File: src/rtl/seq_pkg.sv
// Shared types and defaults for the serial pattern transmitter.
package seq_pkg;

  typedef enum logic [1:0] {
    IDLE  = 2'd0,
    SHIFT = 2'd1,
    GUARD = 2'd2
  } state_e;

  localparam int WIDTH_DEF = 8;

endpackage

File: src/rtl/seq_shift_reg.sv
// Loadable left-shift register; the MSB is the serial tap, zeros fill from the bottom.
module seq_shift_reg
  import seq_pkg::*;
#(
  parameter int WIDTH = WIDTH_DEF
) (
  input  logic             clk,
  input  logic             reset,
  input  logic             load,
  input  logic             shift,
  input  logic [WIDTH-1:0] d,
  output logic             msb
);

  logic [WIDTH-1:0] data_q;
  logic [WIDTH-1:0] data_d;

  always_comb begin
    data_d = data_q;
    if (load) begin
      data_d = d;
    end else if (shift) begin
      data_d = data_q << 1;
    end
  end

  always_ff @(posedge clk or posedge reset) begin
    if (reset) begin
      data_q <= '0;
    end else begin
      data_q <= data_d;
    end
  end

  assign msb = data_q[WIDTH-1];

endmodule

File: src/rtl/seq_pattern_tx.sv
// Serialises a pattern of len bits MSB first, followed by a one-cycle guard slot
// that carries the done pulse. Illegal lengths are dropped and flagged on err.
module seq_pattern_tx
  import seq_pkg::*;
#(
  parameter int WIDTH = WIDTH_DEF
) (
  input  logic                   clk,
  input  logic                   reset,
  input  logic                   in_valid,
  output logic                   in_ready,
  input  logic [WIDTH-1:0]       pattern,
  input  logic [$clog2(WIDTH):0] len,
  output logic                   out,
  output logic                   out_valid,
  output logic                   done,
  output logic                   err
);

  localparam int LW = $clog2(WIDTH) + 1;
  localparam logic [LW-1:0] MAX_LEN = LW'(WIDTH);
  localparam logic [LW-1:0] CNT_ONE = LW'(1);

  state_e          state_q, state_d;
  logic [LW-1:0]   cnt_q, cnt_d;
  logic            err_q, err_d;
  logic            hs;
  logic            len_ok;
  logic            load;
  logic            shift_en;
  logic            msb;

  assign hs       = in_valid && (state_q == IDLE);
  assign len_ok   = (len != '0) && (len <= MAX_LEN);
  assign load     = hs && len_ok;
  assign shift_en = (state_q == SHIFT);

  seq_shift_reg #(
    .WIDTH (WIDTH)
  ) u_shift (
    .clk   (clk),
    .reset (reset),
    .load  (load),
    .shift (shift_en),
    .d     (pattern),
    .msb   (msb)
  );

  always_ff @(posedge clk or posedge reset) begin
    if (reset) begin
      state_q <= IDLE;
      cnt_q   <= '0;
      err_q   <= 1'b0;
    end else begin
      state_q <= state_d;
      cnt_q   <= cnt_d;
      err_q   <= err_d;
    end
  end

  always_comb begin
    state_d = state_q;
    case (state_q)
      IDLE:    if (load) state_d = SHIFT;
      SHIFT:   if (cnt_q == CNT_ONE) state_d = GUARD;
      GUARD:   state_d = IDLE;
      default: state_d = IDLE;
    endcase
  end

  // The counter holds the bits still to be sent, including the one on out now.
  always_comb begin
    cnt_d = cnt_q;
    if (load) begin
      cnt_d = len;
    end else if (shift_en) begin
      cnt_d = cnt_q - CNT_ONE;
    end
    err_d = hs && !len_ok;
  end

  // Leftover register bits are masked outside SHIFT so short frames never leak low bits.
  always_comb begin
    in_ready  = (state_q == IDLE);
    out_valid = (state_q == SHIFT);
    out       = (state_q == SHIFT) && msb;
    done      = (state_q == GUARD);
    err       = err_q;
  end

endmodule

File: config.mk
export PLATFORM = sky130hd
export DESIGN_NAME = seq_pattern_tx
export DESIGN_NICKNAME = d
export VERILOG_FILES = /design/src/rtl/seq_pkg.sv /design/src/rtl/seq_shift_reg.sv /design/src/rtl/seq_pattern_tx.sv
export SDC_FILE = /design/constraint.sdc
export NUM_CORES = 1
export LEC_CHECK = 0
export CAP_MARGIN = 10
export CORE_UTILIZATION = 35
export DETAILED_ROUTE_END_ITERATION = 6
export PLACE_DENSITY = 0.61
export SETUP_SLACK_MARGIN = 0.2
export SLEW_MARGIN = 20
export SYNTH_ARGS = -nofsm -noshare
export SYNTH_HDL_FRONTEND = slang
export SYNTH_SLANG_ARGS = --single-unit
File: constraint.sdc
create_clock -name clk -period 1.58 [get_ports clk]
set_input_delay 0.316 -clock clk [delete_from_list [all_inputs] [get_ports clk]]
set_output_delay 0.316 -clock clk [all_outputs]
set_load 0.02 [all_outputs]
==> results of run 1 <==
path summary, 6_finish.rpt:
| check | cells after the start | to | start | slack [ps] |
|---|---|---|---|---|
| worst min-delay path | 3 | u_shift.data_q[4] | reset | 320 |
| worst min register to register | 2 | u_shift.data_q[0] | u_shift.data_q[0] | 540 |
| min in group clk | 3 | err | len[3] | 470 |
| worst max register to register | 6 | u_shift.data_q[6] | state_q[1] | -8 |
| max in group asynchronous | 3 | err | reset | 1080 |
| worst max-delay path | 6 | u_shift.data_q[6] | state_q[1] | -8 |
worst register-to-register path, stage by stage (launching register included):
cell and delay (ps):
sky130_fd_sc_hd__dfrtp_1 390, sky130_fd_sc_hd__buf_6 120, sky130_fd_sc_hd__nor3b_2 140, sky130_fd_sc_hd__buf_4 140, sky130_fd_sc_hd__nand3_4 100, sky130_fd_sc_hd__bufbuf_16 290
sky130_fd_sc_hd__mux2_4 280
logic make-up (layout without fill, tap and decap cells):
group | Yosys count | in the layout | synth area share
compound gates | 6 | 6 | 0.0485
xor+xnor | 3 | 3 | 0.0308
fa+ha+maj | 2 | 2 | 0.0294
buf+inv | 8 | 50 | 0.0558
flops | 15 | 15 | 0.441
mux | 19 | 19 | 0.283
simple gates | 14 | 14 | 0.112
flip-flops by register name, indices dropped and copies added, names as in the netlist:
signal	cells
cnt_q	4
state_q	2
err	1
u_shift.data_q	8
cell type report:
type                            instances  area, um^2  share of cell area
Tap cell                               28        35.0              0.0265
Multi-Input combinational cell         44         459               0.347
Sequential cell                        15         375               0.284
Clock buffer                            4        26.3              0.0199
Inverter                                6        22.5              0.0170
Timing Repair Buffer                   40         404               0.306
layout by cell type (no fill, tap or decap):
cell	n
sky130_fd_sc_hd__nor2_4	1
sky130_fd_sc_hd__nor3b_2	1
sky130_fd_sc_hd__and2_1	1
sky130_fd_sc_hd__clkdlybuf4s50_1	10
sky130_fd_sc_hd__nor3_1	2
sky130_fd_sc_hd__nand2b_1	1
sky130_fd_sc_hd__clkdlybuf4s15_1	3
sky130_fd_sc_hd__ha_1	2
sky130_fd_sc_hd__and2_4	1
sky130_fd_sc_hd__clkbuf_1	1
sky130_fd_sc_hd__o21ai_0	1
sky130_fd_sc_hd__inv_2	1
sky130_fd_sc_hd__nand3_4	1
sky130_fd_sc_hd__dlygate4sd2_1	2
sky130_fd_sc_hd__or3b_4	1
sky130_fd_sc_hd__xnor2_1	3
sky130_fd_sc_hd__nor2b_1	1
sky130_fd_sc_hd__a22oi_1	1
sky130_fd_sc_hd__o31ai_2	1
sky130_fd_sc_hd__bufbuf_16	1
sky130_fd_sc_hd__buf_12	2
sky130_fd_sc_hd__mux2i_1	2
sky130_fd_sc_hd__inv_1	5
sky130_fd_sc_hd__nand3b_1	1
sky130_fd_sc_hd__nand2_1	1
sky130_fd_sc_hd__o221ai_1	1
sky130_fd_sc_hd__nor3b_1	1
sky130_fd_sc_hd__dfrtp_1	15
sky130_fd_sc_hd__mux2_4	8
sky130_fd_sc_hd__o211ai_1	1
sky130_fd_sc_hd__clkbuf_4	3
sky130_fd_sc_hd__buf_4	17
sky130_fd_sc_hd__a21oi_1	1
sky130_fd_sc_hd__mux2_2	9
sky130_fd_sc_hd__or4_4	1
sky130_fd_sc_hd__buf_6	5
Yosys cell counts:
cell type	instances
sky130_fd_sc_hd__dfrtp_1	15
sky130_fd_sc_hd__mux2_2	9
sky130_fd_sc_hd__mux2_4	8
sky130_fd_sc_hd__inv_1	6
sky130_fd_sc_hd__xnor2_1	3
sky130_fd_sc_hd__and2_1	2
sky130_fd_sc_hd__ha_1	2
sky130_fd_sc_hd__mux2i_1	2
sky130_fd_sc_hd__nor3_1	2
sky130_fd_sc_hd__nor3b_1	2
sky130_fd_sc_hd__a21oi_1	1
sky130_fd_sc_hd__a22oi_1	1
sky130_fd_sc_hd__buf_12	1
sky130_fd_sc_hd__buf_2	1
sky130_fd_sc_hd__nand2_1	1
sky130_fd_sc_hd__nand2b_1	1
sky130_fd_sc_hd__nand3_2	1
sky130_fd_sc_hd__nand3b_1	1
sky130_fd_sc_hd__nor2_1	1
sky130_fd_sc_hd__nor2b_1	1
sky130_fd_sc_hd__o211ai_1	1
sky130_fd_sc_hd__o21ai_0	1
sky130_fd_sc_hd__o221ai_1	1
sky130_fd_sc_hd__o31ai_1	1
sky130_fd_sc_hd__or3b_2	1
sky130_fd_sc_hd__or4_4	1
through the flow:
| stage | area [um^2] | cells | TNS, ps | worst slack (ps) |
|---|---|---|---|---|
| CTS | 1280 | 134 | -89.5 | -14.1 |
| global route | 1320 | 137 | -438 | -66.3 |
| floorplan | 852 | 67 | 0 | 60.6 |
| global placement | 1150 | 124 | -4800 | -439 |
| detailed placement | 1150 | 124 | -5050 | -465 |
| finish | 1320 | 137 | -39.2 | -8.26 |
per-layer routing:
metal  wire length [um]  vias to the layer above  part of all wire
met1                726                      299              0.43
met5                  0                        -                 0
li1                   -                      319                 -
met4                 17                        0             0.010
met2                855                       16              0.51
met3                 77                        2             0.046
repair_timing:
item / in CTS / in global routing
endpoints found under the setup margin: 18 / 17
hold buffers: 0 / 0
gates resized for setup: 34 / 6
buffers inserted: 5 / 3
pin swaps: 4 / 1
gates cloned: 1 / 0
power by group:
part / switching (mW) / internal [mW] / total, mW / leakage (nW)
Clock: 0.119 / 0.0979 / 0.217 / 0.0150
Combinational: 0.488 / 0.858 / 1.35 / 0.451
Sequential: 0.110 / 0.554 / 0.664 / 0.188
==> flow_results.org, run 1 <==
** Power and ir drop
- Power Dens Cells :: 1680 nW/um^2
- The design draws about 2.2 mW.
- For this design the static power due to leakage is around 0.65 nW.
- Across the VDD grid, the largest voltage drop is approximately 0.0010 V.

** Global routing
- In the global route stage, overall resource usage came out at 0.156.
- GR met1 Demand/Resource :: 0.162
- Global-route wire length before repair :: 2.93 mm
- Antenna violations before repair :: 0
- Number of global-route vias before repair :: 702
- Most congested layer reported by global routing :: met2
- Met3 demand-to-capacity share in global routing :: 0.0417
- Aggregate global routing overflow :: 0
- Maximum number of pins on one net before global-route repair :: 16
- For met2 alone, demand over resource in global routing was 0.281.

** Yosys
- Post-synth top area share :: 0.441
- Number of flip-flops and latches in the synthesized netlist :: 15
- The cell area that synthesis handed to floorplanning was ~850 um^2.
- Syn Nets :: 84
- Post-Syn Area per Cell :: 12.7 um^2
- The synthesized netlist contains 26 unique library cells.
- Cell types with the largest area share after synthesis :: sky130_fd_sc_hd__dfrtp_1, sky130_fd_sc_hd__mux2_4, sky130_fd_sc_hd__mux2_2
- Number of standard cells after synthesis :: between 60 and 70
- Yosys printed 0 warnings.
- Synth area leader :: sky130_fd_sc_hd__dfrtp_1
- Sequential share of the synthesized area :: 0.441

** Setup path
- Data on the critical path arrives at its endpoint at between 1500 and 2000 ps.
- Kind of critical path :: reg2reg
- Broken down by cell family, the worst path's largest delay share belongs to buffers and inverters.
- Traced cell by cell, the critical path runs through buf_6 -> nor3b_2 -> buf_4 -> nand3_4 -> bufbuf_16 -> mux2_4.
- CP bufs+invs :: 3
- The slowest stage of the critical path belongs to the cell sky130_fd_sc_hd__dfrtp_1.
- Element type at the critical path end :: flop
- Kind of launch point of the worst setup path :: flop
- Data on the critical path is required at its endpoint by 1750 ps.
- For this run, the slowest stage of the critical path takes around 390 ps.
- Crit Path Max Fanout :: 4

** Hold path
- The tightest min-delay check is of the in2async type.

** Timing
- Actual slew at the worst max-slew pin :: about 310 ps
- On the final layout, the worst clock skew is just under 4 ps.
- Hold timing on the final database bottoms out at a slack of 321 ps.
- The final hold violation count is 0.
- Number of pins with negative max-slew slack in the final report :: 0
- Setup violations remaining at the end of the flow were counted as 8.
- Worst max-slew margin expressed relative to the limit :: 0.791
- Of the available clock period, the critical path in the final layout requires 1.01.
- Based on the critical path, the design can be clocked at up to about 630 MHz.
- Across all setup checks in the final design, the least slack found is -8.26 ps.
- After layout, the minimum clock period comes to 1590 ps.
- Setup repair after global routing could not meet its margin everywhere.

** Clocking
- For the worst-skew pair, the clock arrives at the later sink with an insertion delay of around 280 ps.
- Total CTS buffers :: 3
- Clock root buffer :: sky130_fd_sc_hd__clkbuf_4
- Counting along the longest clock path gives a buffer depth of 2.
- TritonCTS built the clock tree.
- Counting every sink on the clock net gives 15.
- Clock H-tree levels :: 1
- Clock transition at the registers of the reported paths :: roughly 90 ps

** Run status
- Status :: finished with violations
- The checks that failed: negative setup slack.

** Die
- Die Area :: about 2600 um^2
- The floorplan step set the die width to between 50 and 60 um.
- Count of pins on the block boundary :: 20
- After floorplanning, the core was divided into 17 placement rows.
- Core region area :: 2250 um^2
- Starting density of the core :: 0.378
- Vertical die dimension :: slightly above 50 um

** Placement
- At the end of routability-driven placement, the weighted congestion stood at around 0.76.
- IO buf count :: 19
- HPWL after detailed placement :: 1.15 mm

** Detailed routing
- Using the TritonRoute via totals, the vias-per-cell ratio works out to 4.64.
- In this run the remaining antenna-violating nets after routing total 0.
- For this block, the routed nets add up to roughly 1.7 mm of wire.
- Detail-routed net length per standard cell :: ~12 um
- TritonRoute pass-1 iters :: 1
- Remaining design rule violation count :: 0
- The routed layout has roughly 640 vias.
- DRC marker count from the first detailed-route iteration :: 0

** Cells and area
- For this run, the share of the core covered by cells in the final layout is 0.587.
- In the final layout, the share of cells above drive strength 1 is 0.486.
- P&R area growth vs syn :: 55.2%
- Filler cell count :: around 200
- # nets final :: around 130
- Number of diodes added for antenna fixing :: 0

** Flow run
- Max-cap violations :: 0
Note: power is estimated with default switching activity, not from simulation.
==> inputs of run 2 (changes only) <==
--- a/config.mk
+++ b/config.mk
@@ -8,6 +8,7 @@
 export CAP_MARGIN = 10
 export CORE_UTILIZATION = 35
 export DETAILED_ROUTE_END_ITERATION = 6
+export MAX_ROUTING_LAYER = met4
 export PLACE_DENSITY = 0.61
 export SETUP_SLACK_MARGIN = 0.2
 export SLEW_MARGIN = 20
==> run 2 against run 1 <==
Net effect: the flow still finishes with violations (negative setup slack); combinational power about the same; global-route usage up 0.42 points; clock skew barely moved; critical path depth did not move; count of clock-buffer cells in the layout unchanged; clock power barely moved; sequential power hardly changed; power hardly changed; largest power group unchanged.
==> flow_results.org, run 2 (synthesis gave the netlist of run 1 again) <==
** Run status
- The flow ran to the end, but the final reports show violations.
- The final reports fail on negative setup slack.

** Global routing
- Entering global routing, the biggest net connects 16 pins.
- GR Util All Layers :: 0.161
- The number of antenna violations at the first check in global routing was 0.
- Number of global-route vias before repair :: about 700
- After global routing the overflow that remains totals 0.
- Global-route wire length before repair :: between 2 and 3 mm

** Die
- The floorplan step defined a die boundary enclosing around 2600 um^2.
- Count of pins on the block boundary :: 20
- Starting density of the core :: 0.378
- Vertical die dimension :: between 50 and 60 um
- After floorplanning, the core was divided into 17 placement rows.
- Horizontal die dimension :: between 50 and 60 um
- The total area inside the core boundary comes to around 2300 um^2.

** Clocking
- CTS built an H-tree with a depth of 1.
- After clock tree synthesis, the flow added hold-fix buffers numbering 0.
- After clock tree synthesis, the clock-pin slew on the worst setup and hold paths is about 90 ps.
- Number of buffers on the longest clock path :: 2
- TritonCTS built the clock tree.
- Total CTS buffers :: 3
- Insertion delay to the later sink of the worst-skew pair :: 280 ps
- Number of clock sinks :: 15
- The tree is rooted in a sky130_fd_sc_hd__clkbuf_4.

** Cells and area
- The largest registers in the layout are u_shift.data_q: 8 flops, cnt_q: 4 flops, state_q: 2 flops.
- After routing the design area is 1320 um^2.
- Leaving out fill and tap cells, the most frequent cell in the layout is sky130_fd_sc_hd__buf_4.
- Largest register by flop count :: u_shift.data_q
- After the last flow step, the layout net total stands at roughly 130.
- P&R area growth vs syn :: 55.2%
- In the final layout, the share of cells above drive strength 1 is 0.486.
- The register with the most flip-flops in the layout has 8 of them.
- Core utilization of the finished layout :: 0.587
- Most frequent cells in the layout :: sky130_fd_sc_hd__buf_4, sky130_fd_sc_hd__dfrtp_1, sky130_fd_sc_hd__clkdlybuf4s50_1
- Number of diodes added for antenna fixing :: 0

** Setup path
- STA classifies the critical path endpoint as a flop.
- For this run, the slowest stage of the critical path takes 390 ps.
- Data required time of the critical path :: between 1500 and 2000 ps
- Kind of critical path :: reg2reg
- Slowest stage cell on the critical path :: sky130_fd_sc_hd__dfrtp_1
- CP Launch Point :: state_q[1]
- The worst register-to-register path begins at state_q[1].
- The critical path goes through buf_6 -> nor3b_2 -> buf_4 -> nand3_4 -> bufbuf_16 -> mux2_4.
- Of all nets on the critical path, the largest fanout is 4.
- The worst register-to-register path has a depth of 6.
- At the worst endpoint, the arrival time is around 1800 ps.
- Kind of launch point of the worst setup path :: flop

** Detailed routing
- For this run, design rule violations remaining after detail routing come to 0.
- For this run, the detailed router's first-pass iteration total came to 1.
- The routed layout has 636 vias.
- Detail-routed net length per standard cell :: ~12 um
- Overall routed net length :: about 1.7 mm
- Once detail routing completed, the nets flagged for antenna violations numbered 0.
- DR vias/cell :: roughly 4.6
- After the first detailed-routing iteration, the DRC count stood at 0.

** Placement
- At the end of routability-driven placement, the weighted congestion stood at 0.769.
- IO buf count :: 19
- Summing all placed instances gives a cell area of ~1200 um^2.
- Summed over all nets, the half-perimeter wirelength after detailed placement is 1.15 mm.

** Timing
- Once routing completed, OpenROAD measured the worst setup slack at -8.27 ps.
- Based on the critical path, the design can be clocked at up to around 630 MHz.
- Clock Skew :: between 4 and 5 ps
- Hold Vio Cnt, Final :: 0
- Number of setup violations in the final report :: 8
- Number of pins with negative max-slew slack in the final report :: 0
- Actual slew at the worst max-slew pin :: 312 ps
- Subtracting the final worst setup slack from the clock period gives about 1600 ps.
- Worst max-slew margin expressed relative to the limit :: 0.791
- Adding up every negative setup slack in the final design gives -39.6 ps.
- In the finished design, the share of the clock period the worst path needs comes to 1.01.
- Setup repair after global routing could not meet its margin everywhere.

** Power and ir drop
- Leak Pwr :: between 0.6 and 0.7 nW
- Power Dens Cells :: about 1700 nW/um^2
- Worst voltage drop across the vdd grid :: 0.000999 V

** Hold path
- The worst hold path belongs to the class in2async.

** Flow run
- Across the run, the number of max-cap violations was 0.
[run 2: cell counts in the layout (fill, tap and decap cells not counted)]
No cell type changed its count.
[run 2: worst max-delay path, delay by kind of cell (launching register included)]
family        cells  cell delay [ps]
buf+inv           3              550
simple gates      2              240
mux               1              280
flops             1              390
[run 2: final cells by class]
type | count | area [um^2]
timing repair buffer | 40 | 404
tap | 28 | 35.0
inverter | 6 | 22.5
fill | 201 | 932
sequential | 15 | 375
multi-input combinational | 44 | 459
clock buffer | 4 | 26.3
[run 2: path summary, 6_finish.rpt]
path | to | slack [ps]
min reg2reg | u_shift.data_q[0] | 540
min in group clk | err | 470
max | u_shift.data_q[6] | -8
max in group asynchronous | err | 1080
min | u_shift.data_q[4] | 320
max reg2reg | u_shift.data_q[6] | -8
[run 2: per-layer routing]
layer | GRT usage | up-vias | part of all wire
li1 | - | 319 | -
met1 | 0.162 | 299 | 0.43
met2 | 0.281 | 16 | 0.51
met3 | 0.0417 | 2 | 0.046
met4 | 0.0901 | 0 | 0.011
met5 | - | - | 0
[run 2: what timing repair did]
item                       4_1_cts  5_1_grt
buffers inserted                 5        3
pin swaps                        4        1
gates cloned                     1        0
hold endpoints to repair         0        0
gates resized for setup         34        6
setup endpoints to repair       18       17
[run 2: through the flow]
stage | instances | total power [mW] | hold slack (ps) | setup WS (ps)
detailed placement | 124 | 1.83 | 528 | -465
floorplan | 67 | 1.47 | 217 | 60.6
CTS | 134 | 2.18 | 320 | -14.1
global route | 137 | 2.39 | 346 | -66.3
global placement | 124 | 1.80 | 523 | -439
finish | 137 | 2.23 | 321 | -8.27
[run 2: power by group]
group          internal, mW  leakage, nW  switching [mW]  total (mW)
clock network        0.0979       0.0150           0.119       0.217
logic                 0.858        0.451           0.488        1.35
registers             0.554        0.188           0.110       0.664
==> inputs of run 3 (changes only) <==
--- a/config.mk
+++ b/config.mk
@@ -6,6 +6,7 @@
 export NUM_CORES = 1
 export LEC_CHECK = 0
 export CAP_MARGIN = 10
+export CORE_ASPECT_RATIO = 1.75
 export CORE_UTILIZATION = 35
 export DETAILED_ROUTE_END_ITERATION = 6
 export MAX_ROUTING_LAYER = met4
==> run 3 against run 2 <==
Net effect: the flow now finishes without violations; maximum frequency rose by 1.6%; die area grew 0.29%; sequential power is 0.6% lower; sequential share of layout area about the same; first-iteration DRC count increased by 23; clock skew decreased by 2.5 ps; count of clock-buffer cells in the layout shrank 1; critical path depth unchanged; critical endpoint is now u_shift.data_q[7]; highest routed layer unchanged.
==> flow_results.org, run 3 (synthesis gave the netlist of run 1 again) <==
** Run status
- The flow ran to the end, and the final reports show no timing, DRC or antenna violations.

** Setup path
- Element type at the critical path end :: flop
- Endpoint of the most critical setup path :: u_shift.data_q[7]
- The setup path with the least slack is of type in2reg.
- Critical path depth in cells :: 6
- For the worst setup path, the data required time is ~1700 ps.
- The largest single stage delay on the critical path is approximately 540 ps.
- The endpoint identified for the worst register-to-register timing path is u_shift.data_q[7].
- The critical path starts at len[3].
- Worst reg-to-reg path cell count :: 7
- Worst-path cell chain :: clkdlybuf4s15_1 -> or4_4 -> nand3_4 -> buf_6 -> buf_12 -> mux2_4
- The critical path contains buffers and inverters numbering 3 combined.
- On the critical path, the stage with the largest delay is an instance of sky130_fd_sc_hd__or4_4.
- Reg-to-reg startpoint :: state_q[1]
- Crit Path Max Fanout :: 5
- The worst setup path is launched from an input pin.
- The kind of cell with the highest combined delay along the critical path is simple AND/OR/NAND/NOR gates.
- For flop-to-flop paths, the worst setup slack is approximately 17 ps.
- Critical Path AT :: 1700 ps

** Global routing
- Maximum number of pins on one net before global-route repair :: 16
- The number of global-route vias before repair came to 716.
- Global-route wire length before repair :: 3.06 mm
- The number of antenna violations at the first check in global routing is 0.
- The total overflow left after global routing is 0.
- For this run, the total global-route usage over all layers was measured as 0.175.

** Die
- Core region area :: roughly 2300 um^2
- Starting density of the core :: 0.370
- The die is slightly below 40 um wide.
- Number of rows in the core area :: 23
- Vertical die dimension :: around 67 um
- Count of pins on the block boundary :: 20
- The die covers around 2600 um^2.

** Cells and area
- Registers with the most flip-flops :: u_shift.data_q: 8 flops, cnt_q: 4 flops, state_q: 2 flops
- The register with the most flip-flops in the layout has 8 of them.
- More flip-flops sit in one register than any other, and that register is u_shift.data_q.
- After filler insertion, the fill cell instance count of the layout stands at 214.
- The number of antenna diodes in the final layout is 0.
- Area of the multi-input gates :: 454 um^2
- Fraction of final layout cells with drive strength greater than 1 :: 0.505
- After the last flow step, the layout net total stands at 127.
- Once layout is complete, the utilization of the core stands at 0.574.
- P&R area growth vs syn :: 55.1%
- Leaving out fill and tap cells, the most frequent cell in the layout is sky130_fd_sc_hd__buf_4.
- Leaving out fill and tap cells, the most frequent cells in the layout are sky130_fd_sc_hd__buf_4, sky130_fd_sc_hd__dfrtp_1, sky130_fd_sc_hd__mux2_2, sky130_fd_sc_hd__clkdlybuf4s50_1, sky130_fd_sc_hd__mux2_4.
- Sequential standard cell area :: between 300 and 400 um^2

** Timing
- Hold Vio Cnt, Final :: 0
- Clock Skew :: about 1.6 ps
- Setup violations remaining at the end of the flow were counted as 0.
- Timing would allow up to 640 MHz.
- The routed design could run at a clock period as short as approximately 1600 ps.
- The number of slew-limit violations in the final report came to 0.
- Headroom to the max-slew limit came out at 0.768.
- Final period util :: 0.989
- Unrepaired setup endpoints after global routing :: true
- Setup slack closes at around 17 ps.
- Actual slew at the worst max-slew pin :: 345 ps
- After routing, the total negative slack on setup checks comes to 0 ps.

** Power and ir drop
- For this design the ratio of total power to cell area is between 1500 and 2000 nW/um^2.
- Summed over all cells, the static leakage comes to between 0.6 and 0.7 nW.
- Total chip power :: ~2.3 mW
- IR analysis of the VDD net gives a maximum drop of 0.000918 V.

** Detailed routing
- The first routing iteration left 23 violations.
- Before antenna repair, the detailed router went through 4 iterations.
- After detailed routing, the average wire length per cell comes to between 10 and 15 um.
- Antenna violation net count after detailed routing :: 0
- Remaining design rule violation count :: 0
- DR vias/cell :: ~5
- The final layout contains routed wiring with a total length of 1.80 mm.
- The routed layout has 670 vias.

** Placement
- The congestion estimate from routability-driven global placement came to between 0.7 and 0.8.
- After legalization and detailed placement, the total HPWL measured 1.23 mm.
- During placement, the flow inserted port buffers numbering 19.
- Pre-CTS setup slack :: -459 ps

** Clocking
- The clock passes through at most 2 buffers.
- In this run the number of H-tree levels came out at 1.
- The number of hold buffers added after CTS was 0.
- Number of clock sinks :: 15
- TritonCTS clock tree :: built
- Clock tree synthesis inserted a total of 3 buffers.
- The root buffer cell chosen for the clock tree is sky130_fd_sc_hd__clkbuf_8.
- For the worst-skew pair, the clock arrives at the later sink with an insertion delay of 250 ps.
- Clock-pin slew was measured on the worst setup and hold paths at ~60 ps.

** Hold path
- Worst min-delay path class :: in2async

** Flow run
- Max-cap violations :: 0
## run 3: changes by cell type in the layout (fill, tap and decap cells not counted), sizes merged
cell,delta
dlygate4sd2,+1
clkinv,+1
clkdlybuf4s15,-2
bufbuf,-1
buf,+2
clkdlybuf4s50,-1
## run 3: layout make-up
cell class,count,area share
clock inverter,1,0.00379
clock buffer,3,0.0312
inverter,6,0.0170
tap,25,0.0237
multi-input combinational,44,0.344
sequential,15,0.284
timing repair buffer,40,0.296
## run 3: worst min path at each step
stage                            startpoint           endpoint  slack [ps]  cells past startpoint
after global placement    u_shift.data_q[0]  u_shift.data_q[0]         520                      2
after floorplan                       reset           cnt_q[0]         220                      1
after CTS                             reset  u_shift.data_q[2]         370                      3
after global routing                  reset  u_shift.data_q[2]         400                      3
after detailed placement  u_shift.data_q[0]  u_shift.data_q[0]         520                      2
final                                 reset  u_shift.data_q[2]         370                      3
## run 3: report_power, final
group | switching (mW) | internal [mW] | total (mW)
logic | 0.505 | 0.843 | 1.35
clock network | 0.135 | 0.175 | 0.310
registers | 0.105 | 0.555 | 0.660
## run 3: worst min-delay path: stages
cell                              delay (ps)
sky130_fd_sc_hd__clkdlybuf4s50_1         390
sky130_fd_sc_hd__inv_1                    50
sky130_fd_sc_hd__buf_4                   220
## run 3: what timing repair did
action	in CTS	in global routing
pin swaps	3	2
cloned	1	0
setup buffers	6	1
gates resized for setup	37	7
setup endpoints to repair	18	17
## run 3: routing by layer
layer | vias to the layer above | track usage | part of all wire
li1 | 318 | - | -
met1 | 330 | 0.194 | 0.38
met2 | 16 | 0.285 | 0.57
met3 | 6 | 0.0362 | 0.029
met4 | 0 | 0.0905 | 0.024
met5 | - | - | 0
## run 3: metrics by stage
step / instance area, um^2 / instances / hold WS, ps
6_report: 1320 / 134 / 368
5_1_grt: 1320 / 134 / 396
4_1_cts: 1310 / 133 / 372
3_5_place_dp: 1160 / 122 / 521
3_3_place_gp: 1160 / 122 / 515
2_1_floorplan: 852 / 67 / 217
